File: src/rtl/bram_snapshot_ctrl_if.sv
// Request/response and BRAM-port signal bundle for the snapshot history
// controller. The requester/test side uses "master"; the controller uses "slave".
interface bram_snapshot_ctrl_if #(
  parameter int unsigned RAM_ADDR_BITS = 9,
  parameter int unsigned WORD_WIDTH    = 12,
  parameter int unsigned NUM_WORDS     = 12
);
  localparam int unsigned RAM_WIDTH = WORD_WIDTH * NUM_WORDS;

  logic                     clear;
  logic                     save_req;
  logic [RAM_WIDTH-1:0]     save_data;
  logic                     load_req;
  logic [RAM_ADDR_BITS-1:0] load_offset;
  logic                     save_ack;
  logic                     load_ack;
  logic                     load_err;
  logic [RAM_WIDTH-1:0]     load_data;
  logic                     busy;
  logic [RAM_ADDR_BITS:0]   count;
  logic                     ram_enable;
  logic                     write_enable;
  logic [RAM_ADDR_BITS-1:0] address;
  logic [RAM_WIDTH-1:0]     ram_wdata;
  logic [RAM_WIDTH-1:0]     ram_rdata;

  modport master (
    output clear, save_req, save_data, load_req, load_offset, ram_rdata,
    input  save_ack, load_ack, load_err, load_data, busy, count,
           ram_enable, write_enable, address, ram_wdata
  );

  modport slave (
    input  clear, save_req, save_data, load_req, load_offset, ram_rdata,
    output save_ack, load_ack, load_err, load_data, busy, count,
           ram_enable, write_enable, address, ram_wdata
  );
endinterface

File: src/rtl/bram_snapshot_ctrl.sv
// Circular snapshot history controller for the game-state BRAM. Arbitrates
// clear/save/load onto the single BRAM port; loads address entries by age.
module bram_snapshot_ctrl #(
  parameter int unsigned RAM_ADDR_BITS = 9,
  parameter int unsigned WORD_WIDTH    = 12,
  parameter int unsigned NUM_WORDS     = 12
) (
  input  logic                 clock,
  input  logic                 reset_n,
  bram_snapshot_ctrl_if.slave  bus
);
  localparam int unsigned RAM_WIDTH = WORD_WIDTH * NUM_WORDS;
  localparam logic [RAM_ADDR_BITS-1:0] ADDR_ONE  = 1;
  localparam logic [RAM_ADDR_BITS:0]   COUNT_ONE = 1;

  typedef enum logic [2:0] {
    S_IDLE,
    S_WRITE,
    S_READ,
    S_RWAIT,
    S_RDONE,
    S_ERR
  } state_t;

  state_t                   r_state;
  state_t                   w_next;
  logic [RAM_ADDR_BITS-1:0] r_head;
  logic [RAM_ADDR_BITS-1:0] r_rd_addr;
  logic [RAM_ADDR_BITS:0]   r_count;
  logic [RAM_WIDTH-1:0]     r_wdata;
  logic [RAM_WIDTH-1:0]     r_load_data;
  logic                     w_offset_bad;
  logic                     w_full;

  // Count never exceeds DEPTH, so the history is full exactly when its MSB is set.
  assign w_full       = r_count[RAM_ADDR_BITS];
  assign w_offset_bad = ({1'b0, bus.load_offset} >= r_count);

  // State register.
  always_ff @(posedge clock or negedge reset_n) begin
    if (!reset_n) r_state <= S_IDLE;
    else          r_state <= w_next;
  end

  // Next-state: requests sampled only in IDLE, priority clear > save > load.
  always_comb begin
    w_next = r_state;
    case (r_state)
      S_IDLE: begin
        if (bus.clear)         w_next = S_IDLE;
        else if (bus.save_req) w_next = S_WRITE;
        else if (bus.load_req) w_next = w_offset_bad ? S_ERR : S_READ;
      end
      S_WRITE: w_next = S_IDLE;
      S_READ:  w_next = S_RWAIT;
      S_RWAIT: w_next = S_RDONE;
      S_RDONE: w_next = S_IDLE;
      S_ERR:   w_next = S_IDLE;
      default: w_next = S_IDLE;
    endcase
  end

  // Outputs decoded from state only, so async reset clears them at once.
  always_comb begin
    bus.ram_enable   = 1'b0;
    bus.write_enable = 1'b0;
    bus.address      = '0;
    bus.save_ack     = 1'b0;
    bus.load_ack     = 1'b0;
    bus.load_err     = 1'b0;
    bus.busy         = (r_state != S_IDLE);
    case (r_state)
      S_WRITE: begin
        bus.ram_enable   = 1'b1;
        bus.write_enable = 1'b1;
        bus.address      = r_head;
        bus.save_ack     = 1'b1;
      end
      S_READ: begin
        bus.ram_enable = 1'b1;
        bus.address    = r_rd_addr;
      end
      S_RDONE: bus.load_ack = 1'b1;
      S_ERR: begin
        bus.load_ack = 1'b1;
        bus.load_err = 1'b1;
      end
      default: ;
    endcase
  end

  // History pointers, latched write data, read address and read result.
  always_ff @(posedge clock or negedge reset_n) begin
    if (!reset_n) begin
      r_head      <= '0;
      r_count     <= '0;
      r_rd_addr   <= '0;
      r_wdata     <= '0;
      r_load_data <= '0;
    end else begin
      case (r_state)
        S_IDLE: begin
          if (bus.clear) begin
            r_head  <= '0;
            r_count <= '0;
          end else if (bus.save_req) begin
            r_wdata <= bus.save_data;
          end else if (bus.load_req && !w_offset_bad) begin
            r_rd_addr <= r_head - ADDR_ONE - bus.load_offset;
          end
        end
        S_WRITE: begin
          r_head <= r_head + ADDR_ONE;
          if (!w_full) r_count <= r_count + COUNT_ONE;
        end
        S_RWAIT: r_load_data <= bus.ram_rdata;
        default: ;
      endcase
    end
  end

  assign bus.count     = r_count;
  assign bus.ram_wdata = r_wdata;
  assign bus.load_data = r_load_data;

endmodule

File: src/flat_wrapper.sv
// flat-port wrapper written by rule: the top's interface ports become plain ports
module bram_snapshot_ctrl_flat 
#(
  parameter int unsigned RAM_ADDR_BITS = 9,
  parameter int unsigned WORD_WIDTH    = 12,
  parameter int unsigned NUM_WORDS     = 12
)
  (clock, reset_n, bus_clear, bus_save_req, bus_save_data, bus_load_req, bus_load_offset, bus_ram_rdata, bus_save_ack, bus_load_ack, bus_load_err, bus_load_data, bus_busy, bus_count, bus_ram_enable, bus_write_enable, bus_address, bus_ram_wdata);
  bram_snapshot_ctrl_if #(.RAM_ADDR_BITS(RAM_ADDR_BITS), .WORD_WIDTH(WORD_WIDTH), .NUM_WORDS(NUM_WORDS)) bus_i ();
  input  logic clock;
  input  logic reset_n;
  input wire logic [$bits(bus_i.clear)-1:0] bus_clear;
  input wire logic [$bits(bus_i.save_req)-1:0] bus_save_req;
  input wire logic [$bits(bus_i.save_data)-1:0] bus_save_data;
  input wire logic [$bits(bus_i.load_req)-1:0] bus_load_req;
  input wire logic [$bits(bus_i.load_offset)-1:0] bus_load_offset;
  input wire logic [$bits(bus_i.ram_rdata)-1:0] bus_ram_rdata;
  output wire logic [$bits(bus_i.save_ack)-1:0] bus_save_ack;
  output wire logic [$bits(bus_i.load_ack)-1:0] bus_load_ack;
  output wire logic [$bits(bus_i.load_err)-1:0] bus_load_err;
  output wire logic [$bits(bus_i.load_data)-1:0] bus_load_data;
  output wire logic [$bits(bus_i.busy)-1:0] bus_busy;
  output wire logic [$bits(bus_i.count)-1:0] bus_count;
  output wire logic [$bits(bus_i.ram_enable)-1:0] bus_ram_enable;
  output wire logic [$bits(bus_i.write_enable)-1:0] bus_write_enable;
  output wire logic [$bits(bus_i.address)-1:0] bus_address;
  output wire logic [$bits(bus_i.ram_wdata)-1:0] bus_ram_wdata;
  assign bus_i.clear = bus_clear;
  assign bus_i.save_req = bus_save_req;
  assign bus_i.save_data = bus_save_data;
  assign bus_i.load_req = bus_load_req;
  assign bus_i.load_offset = bus_load_offset;
  assign bus_i.ram_rdata = bus_ram_rdata;
  assign bus_save_ack = bus_i.save_ack;
  assign bus_load_ack = bus_i.load_ack;
  assign bus_load_err = bus_i.load_err;
  assign bus_load_data = bus_i.load_data;
  assign bus_busy = bus_i.busy;
  assign bus_count = bus_i.count;
  assign bus_ram_enable = bus_i.ram_enable;
  assign bus_write_enable = bus_i.write_enable;
  assign bus_address = bus_i.address;
  assign bus_ram_wdata = bus_i.ram_wdata;
  bram_snapshot_ctrl #(.RAM_ADDR_BITS(RAM_ADDR_BITS), .WORD_WIDTH(WORD_WIDTH), .NUM_WORDS(NUM_WORDS)) u_core (.clock(clock), .reset_n(reset_n), .bus(bus_i));
endmodule
File: config.mk
export PLATFORM = sky130hd
export DESIGN_NAME = bram_snapshot_ctrl_flat
export DESIGN_NICKNAME = d
export VERILOG_FILES = /design/src/rtl/bram_snapshot_ctrl_if.sv /design/src/rtl/bram_snapshot_ctrl.sv /design/src/flat_wrapper.sv
export SDC_FILE = /design/constraint.sdc
export NUM_CORES = 1
export LEC_CHECK = 0
export ABC_AREA = 0
export CORE_AREA = 2 2 237 239
export CTS_CLUSTER_DIAMETER = 150
export DETAILED_ROUTE_END_ITERATION = 6
export DIE_AREA = 0 0 239 241
export PLACE_DENSITY_LB_ADDON = 0.08
export SLEW_MARGIN = 20
export SYNTH_ARGS = -nofsm -noshare
export SYNTH_HDL_FRONTEND = slang
export SYNTH_SLANG_ARGS = --single-unit
File: constraint.sdc
create_clock -name clock -period 2.6 [get_ports clock]
set_input_delay 0.39 -clock clock [delete_from_list [all_inputs] [get_ports clock]]
set_output_delay 0.39 -clock clock [all_outputs]
set_load 0.02 [all_outputs]
==> results.sh, run 1 <==
export IMPL_grt_usage=0.161
export IMPL_vias=9449
export IMPL_powerDensity_mw_per_mm2=1210
export IMPL_leakagePower_nw=9.00
export IMPL_use_met2=0.273
export IMPL_cp_max_fo=11
export IMPL_max_cap_violations=0
export IMPL_synth_xor_area_share=0.00612
export IMPL_drt_iter0_markers=296
export IMPL_p_comb_frac=0.458
export IMPL_clk_latency_ns=0.55
export IMPL_synth_area_mux_share=0.263
export IMPL_finalHoldViolations=0
export IMPL_dp_hpwl_mm=37.1
export IMPL_start_util=0.235
export IMPL_cts_buffers=42
export IMPL_cp_depth=4
export IMPL_worstPathCellList="nor2b_1 -> buf_4 -> o21ba_2 -> clkdlybuf4s50_1"
export IMPL_synth_seq_cells=319
export IMPL_final_cell_mix="clkdlybuf4s50_1, dfrtp_1, mux2_2"
export IMPL_nFillCells=5284
export IMPL_met3_usage=0.0699
export IMPL_power_mw=25.9
export IMPL_synth_seq_area_share=0.620
export IMPL_die_h_um=241
export IMPL_switching_share=0.349
export IMPL_grt_pass1_wl_mm=67.9
export IMPL_pwr_share_seq=0.327
export IMPL_core_area_mm2=0.0549
export IMPL_antenna_found_initial=8
export IMPL_cts_max_level=2
export IMPL_path_buf_inv=2
export IMPL_synth_top_family_by_area="multiplexers"
export IMPL_utilization=0.391
export IMPL_run_status="finished, final reports clean"
export IMPL_crit_required_ns=2.21
export IMPL_io_buffers=614
export IMPL_rows=86
export IMPL_drt_wl_total_mm=47.7
export IMPL_grt_max_degree=60
export IMPL_post_route_drc_count=0
export IMPL_finalSetupTns_ns=0
export IMPL_post_route_period_util=0.945
export IMPL_cts_clk_slew_worst_paths_ns=0.06
export IMPL_globalplace_congestion=0.807
export IMPL_avgViaCountPerCell=4.22
export IMPL_synth_cell_types=50
export IMPL_cp_slowest_cell="clkdlybuf4s50_1"
export IMPL_synthSimpleGateAreaFrac=0.0326
export IMPL_synth_compound_area_frac=0.0310
export IMPL_slowest_delay_ns=0.60
export IMPL_cts_root_buf="clkbuf_16"
export IMPL_cts_path_max_buffers=3
export IMPL_rsz0062_at_grt="no"
export IMPL_grt_pass1_vias=9976
export IMPL_wl_per_cell_um=21.3
export IMPL_p_sw_mw=9.02
export IMPL_ys_flop_type="dfrtp_1"
export IMPL_synthAdderAreaFrac=0.0200
export IMPL_criticalPathCategory="reg2out"
export IMPL_netlist_area_mm2=0.0129
export IMPL_layout_nets=1826
export IMPL_worstSetupStartpointType="flop"
export IMPL_syn_to_final_growth_pct=66.4
export IMPL_timing_fmax_mhz=407
export IMPL_synth_nets=1166
export IMPL_grt_use_met1=0.183
export IMPL_p_int_mw=16.8
export IMPL_dieWidth_um=239
export IMPL_overflow=0
export IMPL_grt_most_used_layer="met2"
export IMPL_setup_violations=0
export IMPL_slew_headroom=0.609
export IMPL_final_antenna_net_count=0
export IMPL_drive_gt1_frac=0.254
export IMPL_tightest_slew_ns=0.586
export IMPL_synth_edf_count=0
export IMPL_postSynthAreaPerCell_um2=15.3
export IMPL_path_delay_family="buffers and inverters"
export IMPL_r2r_cells=6
export IMPL_async_flop_share=1.00
export IMPL_cts_sinks=319
export IMPL_final_common_cell="clkdlybuf4s50_1"
export IMPL_fin_skew_ns=0.0284
export IMPL_hold_path_class="in2async"
export IMPL_max_vdd_ir_drop_mv=0.576
export IMPL_critical_path_endpoint_type="primary output"
export IMPL_dieArea_mm2=0.0576
export IMPL_drv_slew=0
export IMPL_pin_count=615
export IMPL_drt_pass1_iter_count=6
export IMPL_syn_inst=844
export IMPL_whs_ns=0.381
export IMPL_final_min_clock_period_ns=2.46
export IMPL_pwr_share_clk=0.216
export IMPL_worst_ep_arrival_time_ns=2.07
export IMPL_yosys_warnings=0
export IMPL_cts_tree="yes"
==> worst paths after layout <==
path / start / end / slack, ns
max: u_core.r_state[1]$_DFFE_PN0P_ / bus_ram_enable / 0.14
min: reset_n / u_core.bus.ram_wdata[107]$_DFFE_PN0P_ / 0.38
max reg2reg: u_core.bus.count[7]$_DFFE_PN0P_ / u_core.r_rd_addr[7]$_DFFE_PN0P_ / 0.45
min reg2reg: u_core.bus.ram_wdata[115]$_DFFE_PN0P_ / u_core.bus.ram_wdata[115]$_DFFE_PN0P_ / 0.49
max in group asynchronous: reset_n / u_core.bus.ram_wdata[17]$_DFFE_PN0P_ / 1.27
min in group clock: bus_save_data[132] / u_core.bus.ram_wdata[132]$_DFFE_PN0P_ / 0.43
==> per-stage QoR <==
step           cell area, µm²  setup WS, ns  instances
2_1_floorplan           12900         0.490        844
3_3_place_gp            20100        -0.136       2163
3_5_place_dp            20100       -0.0808       2163
4_1_cts                 21400       0.00441       2234
5_1_grt                 21400        0.0269       2235
6_report                21400         0.142       2238
==> cells by family (layout without fill, tap and decap cells) <==
kind of cell / after synthesis / in the layout
fa+ha+maj: 20 / 20
flops: 319 / 319
mux: 301 / 301
compound gates: 64 / 64
xor+xnor: 9 / 9
other cells: 0 / 4
simple gates: 75 / 75
buf+inv: 56 / 742
==> timing repair <==
item,4_1_cts,5_1_grt
cloned,0,0
resized for setup,7,6
setup buffers,0,0
hold buffers,1,0
hold endpoints to repair,47,0
endpoints found under the setup margin,11,6
==> cell type report <==
cell class | instances | area, µm² | area share
sequential | 319 | 7990 | 0.373
timing repair buffer | 653 | 6620 | 0.309
multi-input combinational | 469 | 4560 | 0.213
clock buffer | 65 | 1230 | 0.0573
tap | 704 | 881 | 0.0411
clock inverter | 5 | 78.8 | 0.00368
inverter | 19 | 76.3 | 0.00356
antenna | 4 | 10.0 | 0.000467
==> power by group through the flow <==
stage	clock [mW]	combinational [mW]	sequential (mW)
after global placement	0	12.1	8.43
after floorplan	0	2.69	11.2
after global routing	6.01	12.5	8.75
after detailed placement	0	12.0	8.52
final	5.58	11.8	8.44
after CTS	5.84	12.1	8.47
==> sequential cells by signal, indices dropped and copies added, names as in the netlist <==
name / cells
u_core.r_rd_addr: 9
u_core.bus.load_data: 144
u_core.bus.count: 10
u_core.r_state: 3
u_core.r_head: 9
u_core.bus.ram_wdata: 144
==> cells in the mapped netlist, types with 4 or more instances <==
library cell | count | share of area
a21oi_1 | 11 | 0.0043
buf_2 | 17 | 0.0066
o21ai_0 | 23 | 0.0089
buf_6 | 16 | 0.014
ha_1 | 19 | 0.018
nor2b_1 | 4 | 0.0019
nor2_1 | 22 | 0.0064
a22oi_1 | 9 | 0.0052
mux2_2 | 279 | 0.24
inv_1 | 17 | 0.0050
dfrtp_1 | 319 | 0.62
a31oi_1 | 6 | 0.0029
xnor2_1 | 7 | 0.0048
mux2_1 | 18 | 0.016
nand3_1 | 10 | 0.0039
nand2_1 | 15 | 0.0044
mux2i_1 | 4 | 0.0031
==> layer usage <==
| layer | wire length (µm) | part of all wire |
|---|---|---|
| met3 | 5100 | 0.11 |
| met5 | 48 | 0.0010 |
| met1 | 18200 | 0.38 |
| met2 | 23300 | 0.49 |
| met4 | 1020 | 0.021 |
==> worst register-to-register path, stage by stage, from the launching register on <==
cell and delay (ns):
dfrtp_1 0.39, inv_1 0.10, ha_1 0.31, and4b_1 0.25
a31oi_1 0.30, nand3_2 0.29, mux2_2 0.36
(Power assumes the default switching activity.)
==> run 2: changes to the inputs <==
--- a/config.mk
+++ b/config.mk
@@ -10,6 +10,7 @@
 export CTS_CLUSTER_DIAMETER = 150
 export DETAILED_ROUTE_END_ITERATION = 6
 export DIE_AREA = 0 0 239 241
+export GPL_TIMING_DRIVEN = 0
 export PLACE_DENSITY_LB_ADDON = 0.08
 export SLEW_MARGIN = 20
 export SYNTH_ARGS = -nofsm -noshare
==> run 2 against run 1 <==
Net effect:
- critical endpoint is now bus_save_ack
- non-clock buffer count increased by 2
- clock skew decreased by 0.0014 ns
- register-to-register slack got worse by 0.20 ns
- critical path type unchanged
- final cell count up 0.40%
- core utilization decreased by 0.18 points
==> results.sh, run 2 (synthesis gave the netlist of run 1 again) <==
export IMPL_post_route_drc_count=0
export IMPL_cts_path_max_buffers=3
export IMPL_grt_pass1_vias=10000
export IMPL_power_mw=25.9
export IMPL_rows=86
export IMPL_cp_depth=5
export IMPL_dp_hpwl_mm=37.1
export IMPL_hold_path_class="in2async"
export IMPL_start_util=0.235
export IMPL_worstSetupStartpointType="flop"
export IMPL_place_ws_ns=-0.172
export IMPL_finalSetupTns_ns=0
export IMPL_drt_iter0_markers=195
export IMPL_worstPathCellList="buf_6 -> or3b_1 -> buf_6 -> clkinv_4 -> dlygate4sd2_1"
export IMPL_layout_nets=1828
export IMPL_powerDensity_mw_per_mm2=1210
export IMPL_final_min_clock_period_ns=2.44
export IMPL_grt_pass1_wl_mm=68.3
export IMPL_path_buf_inv=4
export IMPL_crit_required_ns=2.21
export IMPL_vias=9408
export IMPL_die_h_um=241
export IMPL_drt_wl_total_mm=48.0
export IMPL_cts_max_level=2
export IMPL_max_cap_violations=0
export IMPL_final_cell_mix="clkdlybuf4s50_1, dfrtp_1, mux2_2"
export IMPL_run_status="finished, final reports clean"
export IMPL_top_layer_used="met5"
export IMPL_cp_slowest_cell="or3b_1"
export IMPL_crit_path_frequent_cell="buf_6"
export IMPL_cts_tree="yes"
export IMPL_cp_max_fo=11
export IMPL_fin_skew_ns=0.0270
export IMPL_drive_gt1_frac=0.257
export IMPL_drt_met1_wl_mm=17.9
export IMPL_timing_fmax_mhz=410
export IMPL_syn_to_final_growth_pct=65.6
export IMPL_critPathLaunch="u_core.r_state[2]$_DFFE_PN0P_"
export IMPL_path_delay_family="buffers and inverters"
export IMPL_rsz0062_at_grt="no"
export IMPL_cp_endpoint="bus_save_ack"
export IMPL_grt_max_degree=89
export IMPL_r2r_cells=7
export IMPL_tightest_slew_ns=0.611
export IMPL_drt_pass1_iter_count=4
export IMPL_criticalPathCategory="reg2out"
export IMPL_final_common_cell="clkdlybuf4s50_1"
export IMPL_cts_clk_slew_worst_paths_ns=0.06
export IMPL_drv_slew=0
export IMPL_dieArea_mm2=0.0576
export IMPL_r2r_start="u_core.r_head[0]$_DFFE_PN0P_"
export IMPL_setup_violations=0
export IMPL_dr_wl_met3_mm=5.36
export IMPL_critical_path_endpoint_type="primary output"
export IMPL_avgViaCountPerCell=4.19
export IMPL_dieWidth_um=239
export IMPL_overflow=0
export IMPL_regToRegSetupSlack_ns=0.25
export IMPL_leakagePower_nw=8.87
export IMPL_cts_setup_buffers=0
export IMPL_io_buffers=614
export IMPL_core_area_mm2=0.0549
export IMPL_cts_root_buf="clkbuf_16"
export IMPL_finalHoldViolations=0
export IMPL_post_route_period_util=0.938
export IMPL_finalWorstSetupSlack_ns=0.161
export IMPL_final_antenna_net_count=0
export IMPL_cts_sinks=319
export IMPL_slowest_delay_ns=0.38
export IMPL_wl_met2_mm=23.7
export IMPL_cts_buffers=42
export IMPL_max_vdd_ir_drop_mv=0.625
export IMPL_r2r_end="u_core.r_rd_addr[8]$_DFFE_PN0P_"
export IMPL_globalplace_congestion=0.776
export IMPL_slew_headroom=0.593
export IMPL_wl_per_cell_um=21.4
export IMPL_grt_usage=0.161
export IMPL_antenna_found_initial=10
export IMPL_worst_ep_arrival_time_ns=2.05
export IMPL_clk_latency_ns=0.56
export IMPL_pin_count=615
run 2: cell types whose count changed in the layout (fill, tap and decap cells not counted), moves of 5 or more:
| cell | previous run | this run |
|---|---|---|
| dlymetal6s2s_1 | 6 | 0 |
| buf_6 | 0 | 16 |
| clkinv_2 | 2 | 8 |
| buf_12 | 13 | 0 |
| dlygate4sd2_1 | 5 | 10 |
| buf_2 | 0 | 17 |
| buf_4 | 25 | 1 |
run 2: per-layer routing:
metal,up-vias,global-route usage
li1,4327,-
met1,4608,0.175
met2,389,0.280
met3,68,0.0795
met4,16,0.0438
met5,-,0
run 2: worst min-delay path by stage:
| stage | start | endpoint | slack [ns] | cells past startpoint |
|---|---|---|---|---|
| 4_1_cts | bus_ram_rdata[15] | u_core.bus.load_data[15]$_DFFE_PN0N_ | 0.39 | 2 |
| 5_1_grt | bus_save_data[138] | u_core.bus.ram_wdata[138]$_DFFE_PN0P_ | 0.41 | 2 |
| 2_1_floorplan | reset_n | u_core.bus.count[0]$_DFFE_PN0P_ | 0.09 | 0 |
| 6_report | reset_n | u_core.bus.ram_wdata[142]$_DFFE_PN0P_ | 0.41 | 2 |
| 3_3_place_gp | u_core.bus.load_data[14]$_DFFE_PN0N_ | u_core.bus.load_data[14]$_DFFE_PN0N_ | 0.47 | 1 |
| 3_5_place_dp | reset_n | u_core.bus.ram_wdata[142]$_DFFE_PN0P_ | 0.41 | 1 |
run 2: power by group:
part           leakage [nW]  switching (mW)  total, mW  internal [mW]
sequential             3.77            1.19       8.46           7.28
clock                 0.657            2.23       5.65           3.42
combinational          4.44            5.68       11.8           6.08
run 2: area by class of cell:
class                      count  area (µm²)
timing repair buffer         618        6220
multi-input combinational    469        4540
tap                          704         881
fill                        5301       33500
clock inverter                11         109
clock buffer                  66        1220
antenna                        4        10.0
buffer                        37         292
inverter                      19        76.3
sequential                   319        7990
run 2: stage by stage:
stage	cells	util	cell area [µm²]	hold slack, ns
2_1_floorplan	844	-	12900	0.0944
3_3_place_gp	2162	0.363	19900	0.474
3_5_place_dp	2165	0.364	20000	0.412
4_1_cts	2243	0.389	21300	0.390
5_1_grt	2243	0.389	21300	0.409
6_report	2247	0.389	21300	0.411
run 2: worst register-to-register path, stage by stage (launching register included):
cell	delay (ns)
dfrtp_1	0.49
ha_1	0.29
fa_1	0.42
a211oi_1	0.34
o211ai_1	0.15
a31oi_1	0.21
xnor2_1	0.09
mux2_2	0.26
run 2: what timing repair did:
item,CTS,global route
endpoints found under the setup margin,12,2
hold buffers,1,0
endpoints found under the hold margin,67,0
resized for setup,18,4
gates cloned,0,0
